[config.mk]
export PLATFORM = sky130hd
export DESIGN_NAME = pipeline_stall_controller
export DESIGN_NICKNAME = d
export VERILOG_FILES = /design/src/rtl/pipeline_stall_controller_pkg.sv /design/src/rtl/pipeline_stall_controller_load_use.sv /design/src/rtl/pipeline_stall_controller.sv
export SDC_FILE = /design/constraint.sdc
export NUM_CORES = 1
export LEC_CHECK = 0
export ABC_AREA = 1
export ABC_CLOCK_PERIOD_IN_PS = 1700
export BUFFER_PORTS_ARGS = -buffer_cell sky130_fd_sc_hd__clkbuf_2
export CORE_MARGIN = 5
export CORE_UTILIZATION = 35
export CTS_CLUSTER_DIAMETER = 100
export DETAILED_ROUTE_END_ITERATION = 8
export GPL_TIMING_DRIVEN = 1
export PLACE_DENSITY = 0.7
export RECOVER_POWER = 25
export SYNTH_ARGS = -nofsm -noshare
export SYNTH_HDL_FRONTEND = slang
export SYNTH_SLANG_ARGS = --single-unit
[constraint.sdc]
create_clock -name CLK -period 1.7 [get_ports CLK]
set_input_delay 0.255 -clock CLK [delete_from_list [all_inputs] [get_ports CLK]]
set_output_delay 0.255 -clock CLK [all_outputs]
set_load 0.01 [all_outputs]
[src/rtl/pipeline_stall_controller_pkg.sv]
// Shared types for the pipeline stall/flush controller: FSM state, the
// per-latch control bundle and the canned control patterns built from it.
package pipeline_stall_controller_pkg;

  localparam int REG_BITS = 5;
  typedef logic [REG_BITS-1:0] regbits_t;

  typedef enum logic [1:0] {RUN, DWAIT, LU_BUBBLE, HALTED} pipe_ctrl_state_t;

  typedef struct packed {
    logic pc_en;
    logic en_ifid;
    logic en_idex;
    logic en_exmem;
    logic en_memwb;
    logic flush_ifid;
    logic flush_idex;
    logic flush_exmem;
  } pipe_ctrl_t;

  localparam pipe_ctrl_t CTRL_HOLD  = '0;
  localparam pipe_ctrl_t CTRL_RUN   = 8'b11111_000;
  // Fetch miss and load-use share a pattern: front end holds, bubble into EX.
  localparam pipe_ctrl_t CTRL_FHOLD = 8'b00111_010;
  localparam pipe_ctrl_t CTRL_REDIR = 8'b11111_110;
  localparam pipe_ctrl_t CTRL_DREL  = 8'b00011_001;

  // Normal-advance decision once memory stalls and halt are ruled out.
  function automatic pipe_ctrl_t ctrl_advance(input logic ihit, input logic redirect);
    if (!ihit)         return CTRL_FHOLD;
    else if (redirect) return CTRL_REDIR;
    else               return CTRL_RUN;
  endfunction

endpackage

[src/rtl/pipeline_stall_controller_load_use.sv]
// Load-use comparator: flags an ID-stage read of the register an EX-stage load
// is about to write. Register 0 never creates a dependency.
module load_use_detect #(
  parameter int REG_W = 5
) (
  input  logic             ex_memread_i,
  input  logic [REG_W-1:0] ex_rt_i,
  input  logic [REG_W-1:0] id_rs_i,
  input  logic [REG_W-1:0] id_rt_i,
  output logic             load_use_o
);

  assign load_use_o = ex_memread_i & (ex_rt_i != '0) &
                      ((ex_rt_i == id_rs_i) | (ex_rt_i == id_rt_i));

endmodule

[src/rtl/pipeline_stall_controller.sv]
// Pipeline latch enable/flush sequencer (RUN/DWAIT/LU_BUBBLE/HALTED).
// Define PIPELINE_PERF_CNT_EN to add stall_cycles/flush_count counters.
module pipeline_stall_controller
  import pipeline_stall_controller_pkg::*;
#(
  parameter int REG_W = $bits(regbits_t)
`ifdef PIPELINE_PERF_CNT_EN
  , parameter int CNT_W = 32
`endif
) (
  input  logic             CLK,
  input  logic             RST,
  input  logic             ihit,
  input  logic             dhit,
  input  logic             mem_dREN,
  input  logic             mem_dWEN,
  input  logic             ex_memread,
  input  logic [REG_W-1:0] ex_rt,
  input  logic [REG_W-1:0] id_rs,
  input  logic [REG_W-1:0] id_rt,
  input  logic             redirect,
  input  logic             halt_mem,
  output logic             pc_en,
  output logic             en_ifid,
  output logic             en_idex,
  output logic             en_exmem,
  output logic             en_memwb,
  output logic             flush_ifid,
  output logic             flush_idex,
  output logic             flush_exmem,
  output logic             halted
`ifdef PIPELINE_PERF_CNT_EN
  , output logic [CNT_W-1:0] stall_cycles,
  output logic [CNT_W-1:0] flush_count
`endif
);

  pipe_ctrl_state_t state_q, state_d;
  logic             started_q;
  logic             load_use, dmem_pend;
  pipe_ctrl_t       ctrl;

  load_use_detect #(.REG_W(REG_W)) u_lud (
    .ex_memread_i(ex_memread),
    .ex_rt_i     (ex_rt),
    .id_rs_i     (id_rs),
    .id_rt_i     (id_rt),
    .load_use_o  (load_use)
  );

  assign dmem_pend = (mem_dREN | mem_dWEN) & ~dhit;

  always_ff @(posedge CLK) begin
    if (RST) begin
      state_q   <= RUN;
      started_q <= 1'b0;
    end else begin
      state_q   <= state_d;
      started_q <= 1'b1;
    end
  end

  always_comb begin
    state_d = state_q;
    if (!started_q) begin
      state_d = RUN;
    end else begin
      case (state_q)
        RUN, LU_BUBBLE: begin
          if (halt_mem)       state_d = HALTED;
          else if (dmem_pend) state_d = DWAIT;
          else if (state_q == RUN && ihit && !redirect && load_use) state_d = LU_BUBBLE;
          else                state_d = RUN;
        end
        DWAIT:   if (dhit) state_d = RUN;
        HALTED:  state_d = HALTED;
        default: state_d = RUN;
      endcase
    end
  end

  always_comb begin
    ctrl = CTRL_HOLD;
    if (!RST && started_q) begin
      case (state_q)
        RUN, LU_BUBBLE: begin
          if (halt_mem || dmem_pend) ctrl = CTRL_HOLD;
          else if (state_q == RUN && ihit && !redirect && load_use) ctrl = CTRL_FHOLD;
          else ctrl = ctrl_advance(ihit, redirect);
        end
        DWAIT: begin
          // EX was frozen through the wait, so a redirect is honoured here.
          if (dhit) ctrl = ihit ? ctrl_advance(1'b1, redirect) : CTRL_DREL;
        end
        default: ctrl = CTRL_HOLD;
      endcase
    end
  end

  assign pc_en       = ctrl.pc_en;
  assign en_ifid     = ctrl.en_ifid;
  assign en_idex     = ctrl.en_idex;
  assign en_exmem    = ctrl.en_exmem;
  assign en_memwb    = ctrl.en_memwb;
  assign flush_ifid  = ctrl.flush_ifid;
  assign flush_idex  = ctrl.flush_idex;
  assign flush_exmem = ctrl.flush_exmem;
  assign halted      = (state_q == HALTED);

`ifdef PIPELINE_PERF_CNT_EN
  logic [CNT_W-1:0] stall_q, stall_d, flush_q, flush_d;
  logic             cnt_live;

  assign cnt_live = started_q & (state_q != HALTED);

  always_comb begin
    stall_d = stall_q;
    flush_d = flush_q;
    if (cnt_live && !ctrl.pc_en     && stall_q != '1) stall_d = stall_q + 1'b1;
    if (cnt_live && ctrl.flush_ifid && flush_q != '1) flush_d = flush_q + 1'b1;
  end

  always_ff @(posedge CLK) begin
    if (RST) begin
      stall_q <= '0;
      flush_q <= '0;
    end else begin
      stall_q <= stall_d;
      flush_q <= flush_d;
    end
  end

  assign stall_cycles = stall_q;
  assign flush_count  = flush_q;
`endif

endmodule

==> impl_metrics.yaml <==
outcome:
  status: "finished clean"
synth:
  synth_top_family_by_area: "simple AND/OR/NAND/NOR gates"
  synthMuxAreaShare_pct: 0
  yosysTopAreaCell: "nand2_1"
  netlist.area_leader.share_pct: 23.08
  yosysWarnings: 0
  ys_top_cells_by_area: "nand2_1, dfxtp_1, inv_2"
  ys_types: 15
  yosys_register_bits: 3
  synth_compound_area_share_pct: 6.897
  synth_area_um2: 471.7
  avgSynthCellArea_um2: 5.018
  ys_seq_area_share_pct: 12.73
  synth-xor-area-share_pct: 3.714
  yosys.area_share.simple_pct: 54.38
  synthesis.nets: 118
  syn_inst: 94
  synthAdderAreaFrac_pct: 0
critical_path:
  rrSetupSlack_ns: 0.70
  crit_type: "flop to output port"
  cp-end-kind: "output port"
  startpoint_type: "flop"
  crit_fanout: 3
  required_ns: 1.44
  cp.arrival_ns: 1.31
die:
  rows: 13
  core_um2: 1285
  die_height_um: 46.71
  die_width_um: 46.71
  ios: 33
  start_util_pct: 36.71
  die_area_um2: 2182
drt:
  drt_first_pass_iters: 2
  detail_route.wl_per_cell_um: 8.315
  via_count: 622
  dr.first_iter.drc_count: 3
  viasPerCell: 4.350
  finalWirelength_um: 1189
  ant_nets: 0
  drc: 0
power_and_ir_drop:
  p_switching_w: 0.0001019
  pwr_density_cell_nw_per_um2: 474.9
  p_sw_share_pct: 32.48
  p_int_w: 0.0002118
  pwr-share-comb_pct: 35.9
  p_clk_share_pct: 39.5
  p_leak_nw: 0.4252
  ir_drop_mv: 0.2569
  sequentialPowerShare_pct: 24.6
cts:
  clk_pin_slew_worst_paths_ns: 0.03
  cts.path.max_buffers: 2
  cts_setup_buffers: 0
  cts_made_buffers: 3
  cts-root-buf: "clkbuf_4"
  cts_hold_buf: 0
  cts_sinks: 3
  post_cts_resize_count: 0
  insertion_delay_ns: 0.23
  htree_levels: 1
  cts_tree: "built"
placed_design:
  dp_cells: 139
  place_congestion: 0.7903
  port_buffers: 32
  dpl.hpwl_um: 1092
sta:
  final_hold_viol_count: 0
  relSlewSlack_pct: 86.55
  rsz0062_at_grt: "no"
  drv_slew: 0
  setup_viol: 0
  finalCritPeriodShare_pct: 92.10
  fmax_mhz: 638.7
  worst_slew_pin_slew_ns: 0.2002
  post-route-min-period_ns: 1.566
  skew_ns: 0.004046
  tns_ns: 0
hold_path:
  hold_path.class: "input pin to flop"
cells_and_area:
  finalNetCount: 153
  areaGrowthSynthToFinish_pct: 40.05
  fillCellCount: 153
  mostFrequentLayoutCells: "clkbuf_2, nand2_1, inv_2, nor2_1, inv_1"
  antennaDiodeCount: 0
  final_cells: 143
  drive_above_1_share_pct: 42.97
  final_common_cell: "clkbuf_2"
global_route:
  grt_usage_pct: 12.60
  antenna_found_initial: 0
  grt_max_degree: 6
  grt_pass1_wl_um: 1966
  grt-ovfl-total: 0
  grt_pass1_vias: 567
flow_run:
  maxCapViolations: 0
[routing by layer]
layer | GRT usage (%) | wire length (µm) | vias to the layer above
met1 | 12.81 | 469 | 257
met2 | 22.53 | 606 | 22
met5 | 0 | 0 | -
li1 | - | - | 343
met4 | 8.287 | 0 | 0
met3 | 3.125 | 113 | 0
[area by class of cell]
class	count	area [µm²]	share of cell area [%]
Multi-Input combinational cell	65	305.3	46.21
Timing Repair Buffer	32	160.2	24.24
Inverter	24	90.09	13.64
Sequential cell	3	60.06	9.091
Clock buffer	4	26.28	3.977
Tap cell	15	18.77	2.841
[cell usage after synthesis, drive strengths merged]
master  instances
nor3            3
nor2           19
a31oi           1
o21ai           2
buf             2
a21oi           2
xnor2           2
nand2          30
nand3           6
dfxtp           3
inv            24
[through the flow]
step                      util [%]  setup slack, ns   power, W  hold WS (ns)  cell area, µm²
final                        51.41           0.1343  0.0003137        0.1971           660.6
after global routing         51.41          0.01148  0.0003385        0.2036           660.6
after CTS                    51.51          0.08990  0.0003202        0.1835           661.9
after detailed placement     49.46           0.2845  0.0001926        0.4262           635.6
after global placement       49.46           0.2980  0.0001896        0.4216           635.6
after floorplan                  -           0.3726  0.0001451        0.3235           471.7
[power by group through the flow]
| stage | clock, W | combinational (W) | sequential (W) |
|---|---|---|---|
| 2_1_floorplan | 0 | 0.0000672 | 0.0000779 |
| 3_3_place_gp | 0 | 0.000111 | 0.0000782 |
| 3_5_place_dp | 0 | 0.000114 | 0.0000782 |
| 4_1_cts | 0.000128 | 0.000115 | 0.0000772 |
| 5_1_grt | 0.000131 | 0.000130 | 0.0000776 |
| 6_report | 0.000124 | 0.000113 | 0.0000771 |
[kinds of logic (layout without fill, tap and decap cells)]
| kind of cell | after synthesis | count (layout) |
|---|---|---|
| and+or+nand+nor | 58 | 58 |
| AOI/OAI and AO/OA | 5 | 5 |
| DFF | 3 | 3 |
| xor gates and xnor gates | 2 | 2 |
| buffers and inverters | 26 | 60 |
[worst max-delay path, cell delays in order (launching register included)]
cell,delay [ns]
dfxtp_1,0.32
nand2_1,0.08
inv_2,0.05
nor2_2,0.08
inv_2,0.06
nor2_4,0.11
inv_2,0.05
nor2_4,0.08
inv_2,0.04
o21ai_1,0.07
clkbuf_2,0.15
[worst paths after layout]
path                                  from   endpoint  cells after the start
worst max-delay path                  flop    en_idex                     10
worst min-delay path                   RST  started_q                      2
worst max register to register  state_q[0]       flop                      5
worst min register to register   started_q       flop                      2
(Power assumes the default switching activity.)
